## config.mk

```make
export PLATFORM = sky130hd
export DESIGN_NAME = nios2_onchip_mem_loader
export DESIGN_NICKNAME = d
export VERILOG_FILES = /design/src/rtl/nios2_onchip_mem_loader.sv
export SDC_FILE = /design/constraint.sdc
export NUM_CORES = 1
export LEC_CHECK = 0
export BUFFER_PORTS_ARGS = -buffer_cell sky130_fd_sc_hd__buf_2
export CAP_MARGIN = 20
export CORE_MARGIN = 2
export CORE_UTILIZATION = 60
export DETAILED_ROUTE_END_ITERATION = 10
export HOLD_SLACK_MARGIN = 0.12
export MAX_ROUTING_LAYER = met4
export PLACE_DENSITY = 0.81
export SLEW_MARGIN = 20
export SYNTH_ARGS = -nofsm -noshare
export SYNTH_HDL_FRONTEND = slang
export SYNTH_SLANG_ARGS = --single-unit
```

## constraint.sdc

```tcl
create_clock -name clk -period 5.55 [get_ports clk]
set_input_delay 0.8325 -clock clk [delete_from_list [all_inputs] [get_ports clk]]
set_output_delay 0.8325 -clock clk [all_outputs]
set_load 0.03 [all_outputs]
```

## src/rtl/nios2_onchip_mem_loader.sv

```systemverilog
// Boot-image loader for the on-chip RAM's second slave port.
// It packs a little-endian byte stream into words, writes them, then reads them back and checks a word-sum checksum.
module nios2_onchip_mem_loader #(
  parameter int ADDR_W    = 13,
  parameter int DEPTH     = 8192,
  parameter int BASE_WORD = 0
) (
  input  logic              clk,
  input  logic              reset_n,
  input  logic              start,
  input  logic [13:0]       length_words,
  input  logic [7:0]        in_data,
  input  logic              in_valid,
  output logic              in_ready,
  output logic [ADDR_W-1:0] mem_address,
  output logic [3:0]        mem_byteenable,
  output logic              mem_chipselect,
  output logic              mem_write,
  output logic [31:0]       mem_writedata,
  output logic              mem_clken,
  input  logic [31:0]       mem_readdata,
  output logic              busy,
  output logic              done,
  output logic              error,
  output logic [31:0]       checksum
);

  typedef enum logic [1:0] {IDLE, LOAD, VERIFY, DONE} state_t;

  localparam logic [14:0] MAX_LEN = 15'(DEPTH - BASE_WORD);

  state_t      state, state_nx;
  logic [13:0] len_q;
  logic [13:0] word_cnt;
  logic [13:0] rd_cnt;
  logic [13:0] smp_cnt;
  logic [1:0]  byte_cnt;
  logic [23:0] pack;
  logic [31:0] rb_sum;
  logic        rd_vld_p1;
  logic        byte_xfer;

  function automatic logic [31:0] sum_wrap(input logic [31:0] a, input logic [31:0] b);
    return a + b;
  endfunction

  function automatic logic [ADDR_W-1:0] word_addr(input logic [13:0] idx);
    return ADDR_W'(BASE_WORD + int'(idx));
  endfunction

  assign in_ready       = (state == LOAD) && (word_cnt < len_q);
  assign byte_xfer      = in_valid && in_ready;
  assign mem_byteenable = 4'b1111;
  assign mem_clken      = 1'b1;

  always_comb begin
    state_nx = state;
    case (state)
      IDLE, DONE: begin
        if (start) begin
          if (length_words == 14'd0 || {1'b0, length_words} > MAX_LEN) state_nx = DONE;
          else                                                          state_nx = LOAD;
        end
      end
      // word_cnt already counts the word being written, so equality marks the final write
      LOAD:    if (mem_write && word_cnt == len_q) state_nx = VERIFY;
      VERIFY:  if (rd_vld_p1 && smp_cnt == len_q - 14'd1) state_nx = DONE;
      default: state_nx = IDLE;
    endcase
  end

  always_ff @(posedge clk or negedge reset_n) begin
    if (!reset_n) begin
      state          <= IDLE;
      busy           <= 1'b0;
      done           <= 1'b0;
      error          <= 1'b0;
      checksum       <= '0;
      mem_chipselect <= 1'b0;
      mem_write      <= 1'b0;
      mem_address    <= word_addr(14'd0);
      mem_writedata  <= '0;
      len_q          <= '0;
      word_cnt       <= '0;
      rd_cnt         <= '0;
      smp_cnt        <= '0;
      byte_cnt       <= '0;
      pack           <= '0;
      rb_sum         <= '0;
      rd_vld_p1      <= 1'b0;
    end else begin
      state     <= state_nx;
      busy      <= (state_nx == LOAD) || (state_nx == VERIFY);
      done      <= (state_nx == DONE);
      mem_write <= 1'b0;
      rd_vld_p1 <= (state == VERIFY) && mem_chipselect;
      case (state)
        IDLE, DONE: begin
          if (start) begin
            checksum       <= '0;
            error          <= (length_words != 14'd0) && ({1'b0, length_words} > MAX_LEN);
            len_q          <= length_words;
            word_cnt       <= '0;
            rd_cnt         <= '0;
            smp_cnt        <= '0;
            byte_cnt       <= '0;
            rb_sum         <= '0;
            mem_chipselect <= 1'b0;
            mem_address    <= word_addr(14'd0);
          end
        end
        // stage p0: byte packing, word write and running checksum
        LOAD: begin
          mem_chipselect <= 1'b0;
          if (byte_xfer) begin
            byte_cnt <= byte_cnt + 2'd1;
            case (byte_cnt)
              2'd0: pack[7:0]   <= in_data;
              2'd1: pack[15:8]  <= in_data;
              2'd2: pack[23:16] <= in_data;
              default: begin
                mem_writedata  <= {in_data, pack};
                mem_chipselect <= 1'b1;
                mem_write      <= 1'b1;
                mem_address    <= word_addr(word_cnt);
                checksum       <= sum_wrap(checksum, {in_data, pack});
                word_cnt       <= word_cnt + 14'd1;
              end
            endcase
          end
          if (state_nx == VERIFY) begin
            mem_chipselect <= 1'b1;
            mem_address    <= word_addr(14'd0);
            rd_cnt         <= 14'd1;
          end
        end
        // stage p1: read data arrives one cycle behind its address
        VERIFY: begin
          if (rd_cnt < len_q) begin
            mem_address <= word_addr(rd_cnt);
            rd_cnt      <= rd_cnt + 14'd1;
          end else begin
            mem_chipselect <= 1'b0;
          end
          if (rd_vld_p1) begin
            rb_sum  <= sum_wrap(rb_sum, mem_readdata);
            smp_cnt <= smp_cnt + 14'd1;
          end
          if (state_nx == DONE) error <= (sum_wrap(rb_sum, mem_readdata) != checksum);
        end
        default: ;
      endcase
    end
  end

endmodule
```

==> results.toml, run 1 <==
[logic_synthesis]
synth_ff_type = "dfrtp_1"
yosys_warnings = 0
yosysSeqAreaShare = 0.368
synth_edf_count = 0
syn_area_um2 = 13500
synth-async-reset-ratio = 1.00
avgSynthCellArea_um2 = 9.32
synth_seq_cells = 199
synthDistinctLibCells = 78
synth_cells = 1451

[power_and_ir_drop]
ir_drop_mv = 0.285
power.leakage_uw = 0.00737
finalPower_uw = 6430
power_density_nw_per_um2 = 428

[setup_path]
r2r_slack_ns = 0.35
end_kind = "register"
arrival_ns = 5.50
reg2reg_depth = 23
worst_r2r_endpoint = "error$_DFFE_PN0P_"
path_class = "reg2reg"
cp_max_fo = 7
crit-reg2reg-launch = "len_q[2]$_DFFE_PN0P_"
setup.worst_path.end = "error$_DFFE_PN0P_"
worstSetupStartpointType = "register"
critPathLaunch = "len_q[2]$_DFFE_PN0P_"
worstPathRequired_ns = 5.85

[cells_and_area]
final_cell_mix = "199 x dfrtp_1, 139 x buf_2, 105 x o21ai_0"
nFillCells = 1685
layout-drive-gt1-share = 0.186
areaGrowthSynthToFinish_pct = 11.0
n_antenna_cell = 0
final_common_cell = "dfrtp_1"
fin_nets = 1716
instances_no_fill = 1847

[sta]
holdWs_ns = 0.371
setup-tns-final_ns = 0
slew_headroom = 0.289
slew_violations = 0
setup_violations = 0
fmax_mhz = 192
setup_ws_ns = 0.348
skew_ns = 0.0113
period_needed_ns = 5.20
worst_pin_slew_ns = 1.04
fin_crit_sh = 0.937
hold_viol = 0
rsz0062_at_grt = "false"

[drt]
post_drt_wl_per_cell_um = 19.8
drc = 0
postRouteAntennaNets = 0
routed_via_density = 6.40
first_iter_violations = 1079
vias = 11800
dr.pass1.iters = 5
totalWireLength_mm = 36.5

[hold_path]
min_path_type = "in2async"

[cts]
cts_max_path_buffers = 2
htreeDepth = 4
cts.sinks = 199
cts_hold_buf = 0
ctsRootBufferMaster = "clkbuf_16"
clkTransAtPathRegs_ns = 0.08
clkLatencyLatePin_ns = 0.44
cts_tree = "done"
numCtsBuffers = 17

[floorplan]
initial_core_util = 0.616
die-width_um = 154
die_area_um2 = 23800
boundaryPins = 146
die_y_um = 154
num_rows = 54
coreArea_um2 = 22000

[global_routing]
grt_pass1_vias = 11200
grt_max_degree = 134
antenna_found_initial = 0
grt-ovfl-total = 0
groute.usage.overall = 0.321
grt_pass1_wl_mm = 58.9

[place]
portBuffers = 140
post-place-ws_ns = 0.488
place_inst = 1816
gp_congestion = 0.950
place_hpwl_mm = 27.3

[status]
status = "finished clean"

[flow_run]
maxCapViolations = 0
layer usage:
metal  track usage  vias up  wire (um)
li1              -     5509          -
met1         0.460     5728      16400
met2         0.472      521      16100
met3        0.0586       55       3250
met4        0.0828        0        760
met5             -        -          0
state kept, by name, indices dropped and copies added, names as in the netlist:
| signal | cells |
|---|---|
| busy | 1 |
| byte_cnt | 2 |
| checksum | 32 |
| done | 1 |
| error | 1 |
| len_q | 14 |
| mem_address | 13 |
| mem_chipselect | 1 |
| mem_write | 1 |
| mem_writedata | 32 |
| pack | 24 |
| rb_sum | 32 |
| rd_cnt | 14 |
| rd_vld_p1 | 1 |
| smp_cnt | 14 |
| state | 2 |
| word_cnt | 14 |
worst min-delay path by stage:
stage | to | start | slack (ns)
2_1_floorplan | rb_sum[0]$_DFFE_PN0P_ | rb_sum[0]$_DFFE_PN0P_ | 0.44
3_3_place_gp | mem_writedata[31]$_DFFE_PN0P_ | mem_writedata[31]$_DFFE_PN0P_ | 0.46
3_5_place_dp | mem_writedata[31]$_DFFE_PN0P_ | mem_writedata[31]$_DFFE_PN0P_ | 0.47
4_1_cts | rb_sum[15]$_DFFE_PN0P_ | reset_n | 0.39
5_1_grt | rb_sum[15]$_DFFE_PN0P_ | reset_n | 0.41
6_report | rb_sum[15]$_DFFE_PN0P_ | reset_n | 0.37
worst max-delay path: stages (launching register included):
cell	delay (ns)
dfrtp_1	0.45
nor4_1	0.32
buf_4	0.18
and4_1	0.25
nand2_1	0.13
a211oi_1	0.23
o21ai_0	0.10
o31ai_1	0.08
nand4_1	0.13
o31ai_1	0.27
a21oi_1	0.12
o21ai_0	0.27
ha_1	0.25
nor2b_1	0.06
o31a_1	0.27
nor2_1	0.11
nand4_1	0.10
or3_1	0.31
nand4b_1	0.16
or4_1	0.52
nor4_1	0.33
nand4_1	0.16
nor3_1	0.17
a31oi_1	0.11
layout make-up:
cell class                      instances  area (um^2)  area share
Clock buffer                           19          453      0.0302
Clock inverter                         12          131     0.00875
Inverter                               48          180      0.0120
Multi-Input combinational cell       1137         8110       0.540
Sequential cell                       199         4980       0.332
Tap cell                              280          350      0.0233
Timing Repair Buffer                  152          820      0.0546
per-stage QoR:
step / utilization / cell area (um^2)
after floorplan: - / 13500
after global placement: 0.656 / 14400
after detailed placement: 0.657 / 14400
after CTS: 0.684 / 15000
after global routing: 0.684 / 15000
final: 0.684 / 15000
timing repair:
item / in CTS / in global routing
buffers inserted: 0 / 0
gates resized for setup: 0 / 2
setup endpoints to repair: 0 / 1
synthesized netlist by cell type (18+ instances only):
| cell type | number | share of area |
|---|---|---|
| o31ai_1 | 18 | 0.010 |
| clkbuf_1 | 50 | 0.014 |
| xor2_1 | 53 | 0.034 |
| nor2_1 | 98 | 0.027 |
| nand4_1 | 24 | 0.011 |
| nor3_1 | 38 | 0.014 |
| mux2_2 | 84 | 0.070 |
| xnor2_1 | 57 | 0.037 |
| o21ai_0 | 105 | 0.039 |
| a22o_1 | 22 | 0.014 |
| a21oi_1 | 83 | 0.031 |
| a21o_1 | 34 | 0.019 |
| nand2_1 | 99 | 0.027 |
| and3_1 | 20 | 0.0092 |
| ha_1 | 101 | 0.093 |
| nand3_1 | 71 | 0.026 |
| dfrtp_1 | 199 | 0.37 |
| nand2b_1 | 20 | 0.0092 |
| inv_1 | 48 | 0.013 |
report_power, final:
group / switching [uW] / internal (uW)
registers: 282 / 1710
logic: 1960 / 1250
clock network: 613 / 622
logic make-up after synthesis:
family                   Yosys count  share of synthesized area
flip-flops                       199                      0.368
other                              1                   0.000277
XOR/XNOR                         114                     0.0780
adder cells (fa/ha/maj)          103                     0.0964
multiplexers                      84                     0.0699
AND/OR/NAND/NOR                  445                      0.162
AO/OA/AOI/OAI                    386                      0.189
buffers and inverters            119                     0.0361
(Power assumes the default switching activity.)
==> run 2: changes to the inputs <==
--- a/config.mk
+++ b/config.mk
@@ -8,11 +8,11 @@
 export BUFFER_PORTS_ARGS = -buffer_cell sky130_fd_sc_hd__buf_2
 export CAP_MARGIN = 20
 export CORE_MARGIN = 2
-export CORE_UTILIZATION = 60
+export CORE_UTILIZATION = 40
 export DETAILED_ROUTE_END_ITERATION = 10
 export HOLD_SLACK_MARGIN = 0.12
 export MAX_ROUTING_LAYER = met4
-export PLACE_DENSITY = 0.81
+export PLACE_DENSITY_LB_ADDON = 0.2
 export SLEW_MARGIN = 20
 export SYNTH_ARGS = -nofsm -noshare
 export SYNTH_HDL_FRONTEND = slang
==> run 2 against run 1 <==
Against the previous run: critical path depth decreased by 2; via count decreased by 3.1%; sequential share of layout area decreased by 0.57 points; flip-flop and latch count unchanged; non-clock buffer count increased by 1; design area increased by 1.7%; wire length increased by 7.0%; die area increased by 49%; hold slack got worse by 0.052 ns; sequential power about the same; largest power group unchanged.
==> results.toml, run 2 (synthesis results as in run 1) <==
[cells_and_area]
seqCellArea_um2 = 4980
n_antenna_cell = 0
finalInstanceArea_um2 = 15300
final_cell_mix = "199 x dfrtp_1, 139 x buf_2, 104 x o21ai_0"
multiInputGateArea_um2 = 8110
fin_nets = 1717
instances_no_fill = 2017
top_regs = "checksum x32, mem_writedata x32, rb_sum x32"
layout-drive-gt1-share = 0.188
areaGrowthSynthToFinish_pct = 13.0
final_common_cell = "dfrtp_1"
nFillCells = 3259

[cts]
cts_max_path_buffers = 2
cts.sinks = 199
numCtsBuffers = 17
post_cts_resized = 0
htreeDepth = 4
cts_tree = "done"
ctsRootBufferMaster = "clkbuf_16"
clkLatencyLatePin_ns = 0.46
cts_hold_buf = 0
clkTransAtPathRegs_ns = 0.09
post_cts_buffers = 0

[sta]
setup_violations = 0
skew_ns = 0.0128
rsz0062_at_grt = "false"
slew_headroom = 0.277
fin_crit_sh = 0.938
hold_viol = 0
worst_pin_slew_ns = 1.08
slew_violations = 0
setup_ws_ns = 0.343
setup-tns-final_ns = 0
period_needed_ns = 5.21
fmax_mhz = 192

[setup_path]
crit_chain = "inv_1 -> ha_1 -> nand4_1 -> inv_1 -> nand3_1 -> or4_1 -> a21oi_1 -> nor2_1 -> a211oi_1 -> ha_1 -> nor2b_1 -> o31a_1 -> nor2_1 -> nand4_1 -> or3_1 -> nand4b_1 -> or4_1 -> nor4_1 -> nand4_1 -> nor3_1 -> a31oi_1"
path_class = "reg2reg"
worstPathRequired_ns = 5.88
critPathMaxStageDelay_ns = 0.62
crit-reg2reg-launch = "len_q[10]$_DFFE_PN0P_"
critPathLaunch = "len_q[10]$_DFFE_PN0P_"
slowest_stage = "or4_1"
worstSetupStartpointType = "register"
cpMostUsedCell = "nand4_1"
arrival_ns = 5.54
cp_max_fo = 5
end_kind = "register"

[power_and_ir_drop]
ir_drop_mv = 0.251
power.leakage_uw = 0.00739
power.share.combinational = 0.493
power_density_nw_per_um2 = 425
clkPwrFrac = 0.202
p_sw_uw = 2930
swShare = 0.451
power_frac_seq = 0.305
intPower_uw = 3570

[global_routing]
groute.usage.overall = 0.229
grt_pass1_wl_mm = 61.7
grt-ovfl-total = 0
grt_pass1_vias = 10900
grt_max_degree = 153
antenna_found_initial = 0

[drt]
routed_via_density = 5.68
post_drt_wl_per_cell_um = 19.4
postRouteAntennaNets = 0
vias = 11400
totalWireLength_mm = 39.1
dr.pass1.iters = 5
drc = 0
first_iter_violations = 767

[place]
dpl_cell_area_um2 = 14600
gp_congestion = 0.931
portBuffers = 140
place_inst = 1984
place_hpwl_mm = 29.1
post-place-ws_ns = 0.272

[floorplan]
boundaryPins = 146
coreArea_um2 = 33400
die_area_um2 = 35300
initial_core_util = 0.404
die_y_um = 188
die-width_um = 188
num_rows = 67

[status]
status = "finished clean"

[hold_path]
min_path_type = "in2async"

[flow_run]
maxCapViolations = 0
-- run 2: cell types whose count changed in the layout (fill, tap and decap cells not counted), sizes merged --
| cell | before | now |
|---|---|---|
| buf | 151 | 152 |
| clkbuf | 20 | 18 |
| clkinv | 4 | 5 |
| clkinvlp | 1 | 0 |
| inv | 55 | 58 |
-- run 2: worst paths after layout --
kind | slack, ns | cells past startpoint | to
max | 0.34 | 21 | error$_DFFE_PN0P_
min | 0.32 | 1 | smp_cnt[9]$_DFFE_PN0P_
max reg2reg | 0.34 | 21 | error$_DFFE_PN0P_
min reg2reg | 0.48 | 2 | rb_sum[0]$_DFFE_PN0P_
max in group asynchronous | 4.00 | 2 | checksum[18]$_DFFE_PN0P_
min in group clk | 0.48 | 2 | rb_sum[0]$_DFFE_PN0P_
-- run 2: layout make-up --
type / count / area share
Inverter: 48 / 0.0118
Timing Repair Buffer: 153 / 0.0549
Tap cell: 448 / 0.0367
Clock inverter: 15 / 0.0124
Sequential cell: 199 / 0.326
Multi-Input combinational cell: 1137 / 0.531
Clock buffer: 17 / 0.0278
-- run 2: power by group through the flow --
stage / logic [uW] / clock network, uW / registers [uW]
finish: 3200 / 1310 / 1980
global route: 3550 / 1400 / 2020
CTS: 3180 / 1350 / 1980
global placement: 3130 / 0 / 2000
floorplan: 2380 / 0 / 1920
detailed placement: 3160 / 0 / 2010
-- run 2: worst max-delay path, delay by kind of cell, from the launching register on --
kind	cells	cell delay (ns)
simple gates	13	2.95
fa+ha+maj	2	0.59
compound gates	4	0.89
flops	1	0.43
buf+inv	2	0.23
-- run 2: stage by stage --
step | total power [uW] | hold WS (ns) | util
floorplan | 4300 | 0.443 | -
global placement | 5130 | 0.458 | 0.437
detailed placement | 5170 | 0.464 | 0.437
CTS | 6510 | 0.315 | 0.456
global route | 6970 | 0.326 | 0.457
finish | 6500 | 0.319 | 0.457
-- run 2: routing by layer --
layer  track usage  wire (um)
met1         0.292      17700
met2         0.375      18700
met3        0.0419       1750
met4        0.0633        862
met5             -          0
==> run 3: changes to the inputs <==
--- a/config.mk
+++ b/config.mk
@@ -5,7 +5,7 @@
 export SDC_FILE = /design/constraint.sdc
 export NUM_CORES = 1
 export LEC_CHECK = 0
-export BUFFER_PORTS_ARGS = -buffer_cell sky130_fd_sc_hd__buf_2
+export BUFFER_PORTS_ARGS = -buffer_cell sky130_fd_sc_hd__buf_4
 export CAP_MARGIN = 20
 export CORE_MARGIN = 2
 export CORE_UTILIZATION = 40
==> constraint.sdc (replaced) <==
create_clock -name clk -period 5 [get_ports clk]
set_input_delay 0.75 -clock clk [delete_from_list [all_inputs] [get_ports clk]]
set_output_delay 0.75 -clock clk [all_outputs]
set_load 0.03 [all_outputs]
==> run 3 against run 2 <==
Against the previous run: total power up 13%; combinational power up 18%; clock skew up 0.0062 ns; design area up 3.4%; first-iteration DRC count down 13%; sequential share of layout area down 1.1 points; sequential power up 10%; critical path depth up 1; register-to-register slack worse by 0.07 ns; core utilization up 1.5 points; die area unchanged; largest cell class unchanged.
==> results.toml, run 3 (synthesis results as in run 1) <==
[setup_path]
end_kind = "register"
worstSetupStartpointType = "register"
path_class = "reg2reg"
r2r_slack_ns = 0.27
cp_max_fo = 3
arrival_ns = 5.06
worstPathRequired_ns = 5.33

[sta]
slew_headroom = 0.366
skew_ns = 0.0190
slew_violations = 0
period_needed_ns = 4.73
fmax_mhz = 211
hold_viol = 0
fin_crit_sh = 0.946
setup-tns-final_ns = 0
setup_violations = 0
worst_pin_slew_ns = 0.926

[global_routing]
grtUsageMet1 = 0.297
grt_pass1_vias = 10900
antenna_found_initial = 0
groute.usage.overall = 0.231
busiest_layer = "met2"
grt_max_degree = 82
grt_pass1_wl_mm = 61.7
grt-ovfl-total = 0
use_met3 = 0.0311
use_met2 = 0.367

[drt]
postRouteAntennaNets = 0
drc = 0
post_drt_wl_per_cell_um = 19.3
first_iter_violations = 665
totalWireLength_mm = 39.2
routed_via_density = 5.70
dr.pass1.iters = 5
vias = 11600

[place]
gp_congestion = 0.911
portBuffers = 140
dpl_cell_area_um2 = 15100
place_hpwl_mm = 29.6

[floorplan]
boundaryPins = 146
die_area_um2 = 35300
num_rows = 67
coreArea_um2 = 33400
initial_core_util = 0.404
die-width_um = 188
die_y_um = 188

[cells_and_area]
top_regs = "checksum x32, mem_writedata x32, rb_sum x32"
areaGrowthSynthToFinish_pct = 16.8
n_antenna_cell = 0
postLayoutCoreUtil = 0.472
final_cell_mix = "198 x dfrtp_1, 172 x buf_4, 104 x o21ai_0"
final_common_cell = "dfrtp_1"
nFillCells = 3188
fin_nets = 1737
layout-drive-gt1-share = 0.207
finalInstanceArea_um2 = 15800

[cts]
clkTransAtPathRegs_ns = 0.08
ctsRootBufferMaster = "clkbuf_16"
clkLatencyLatePin_ns = 0.47
cts_max_path_buffers = 2
cts.sinks = 199
cts_tree = "done"
htreeDepth = 4
numCtsBuffers = 17
cts_hold_buf = 0

[power_and_ir_drop]
power.leakage_uw = 0.00752
ir_drop_mv = 0.301
power_density_nw_per_um2 = 466
finalPower_uw = 7370

[hold_path]
min_path_type = "in2async"

[flow_run]
maxCapViolations = 0

[status]
status = "finished clean"
==> run 3: cell count changes in the layout (fill, tap and decap cells not counted), moves of 2 or more <==
cell,delta
buf_4,+161
buf_2,-139
inv_6,+3
a211oi_1,-2
a211oi_2,+2
inv_12,-2
nor3_1,-2
nor3_2,+2
nor4_1,-2
nor4_4,+2
==> run 3: path summary, 6_finish.rpt <==
| check | startpoint | end | cells past startpoint |
|---|---|---|---|
| worst min-delay path | reset_n | smp_cnt[6]$_DFFE_PN0P_ | 1 |
| worst max-delay path | len_q[5]$_DFFE_PN0P_ | error$_DFFE_PN0P_ | 22 |
| worst min register to register | rb_sum[0]$_DFFE_PN0P_ | rb_sum[0]$_DFFE_PN0P_ | 2 |
| max in group asynchronous | reset_n | mem_writedata[25]$_DFFE_PN0P_ | 2 |
| worst max register to register | len_q[5]$_DFFE_PN0P_ | error$_DFFE_PN0P_ | 22 |
| min in group clk | rb_sum[0]$_DFFE_PN0P_ | rb_sum[0]$_DFFE_PN0P_ | 2 |
==> run 3: metrics by stage <==
step	std cells	hold slack, ns	setup slack [ns]
after floorplan	1455	0.443	0.326
final	2036	0.345	0.271
after CTS	2035	0.367	0.0520
after global placement	2004	0.459	0.117
after detailed placement	2004	0.468	0.00374
after global routing	2036	0.388	-0.0515
==> run 3: worst max-delay path, cell delays in order, from the launching register on <==
cell and delay (ns):
dfrtp_1 0.41, nor4_4 0.31, and4_4 0.28, nand2_1 0.11, nor3_2 0.22, a21oi_1 0.11, nand2_1 0.08, a22oi_1 0.09
o31ai_2 0.32, a21oi_2 0.12, o21ai_2 0.17, ha_2 0.20, nor2b_1 0.04, o31a_1 0.28, nor2_1 0.11, nand4_1 0.09
or3_1 0.32, nand4b_1 0.18, or4_4 0.54, nor4_4 0.22, nand4_1 0.14, nor3_2 0.18, a31oi_1 0.10
==> run 3: routing by layer <==
metal | share of wire | vias up | wire length [um]
met5 | 0 | - | 0
met4 | 0.033 | 0 | 1290
met3 | 0.045 | 69 | 1760
met2 | 0.47 | 318 | 18600
met1 | 0.45 | 5648 | 17600
li1 | - | 5564 | -
==> run 3: cell type report <==
type	instances	area, um^2	area share
Tap cell	448	561	0.0355
Clock inverter	14	154	0.00974
Multi-Input combinational cell	1137	8190	0.519
Clock buffer	17	425	0.0269
Timing Repair Buffer	173	1310	0.0826
Inverter	48	180	0.0114
Sequential cell	199	4980	0.315
==> run 3: power breakdown <==
group / switching [uW] / internal (uW) / leakage, uW
registers: 276 / 1900 / 0.00270
clock network: 737 / 670 / 0.000282
logic: 2280 / 1510 / 0.00454
==> run 3: repair_timing <==
item | 4_1_cts | 5_1_grt
gates cloned | 0 | 0
pin swaps | 0 | 8
resized for setup | 2 | 18
buffers inserted | 0 | 1
setup endpoints to repair | 1 | 1
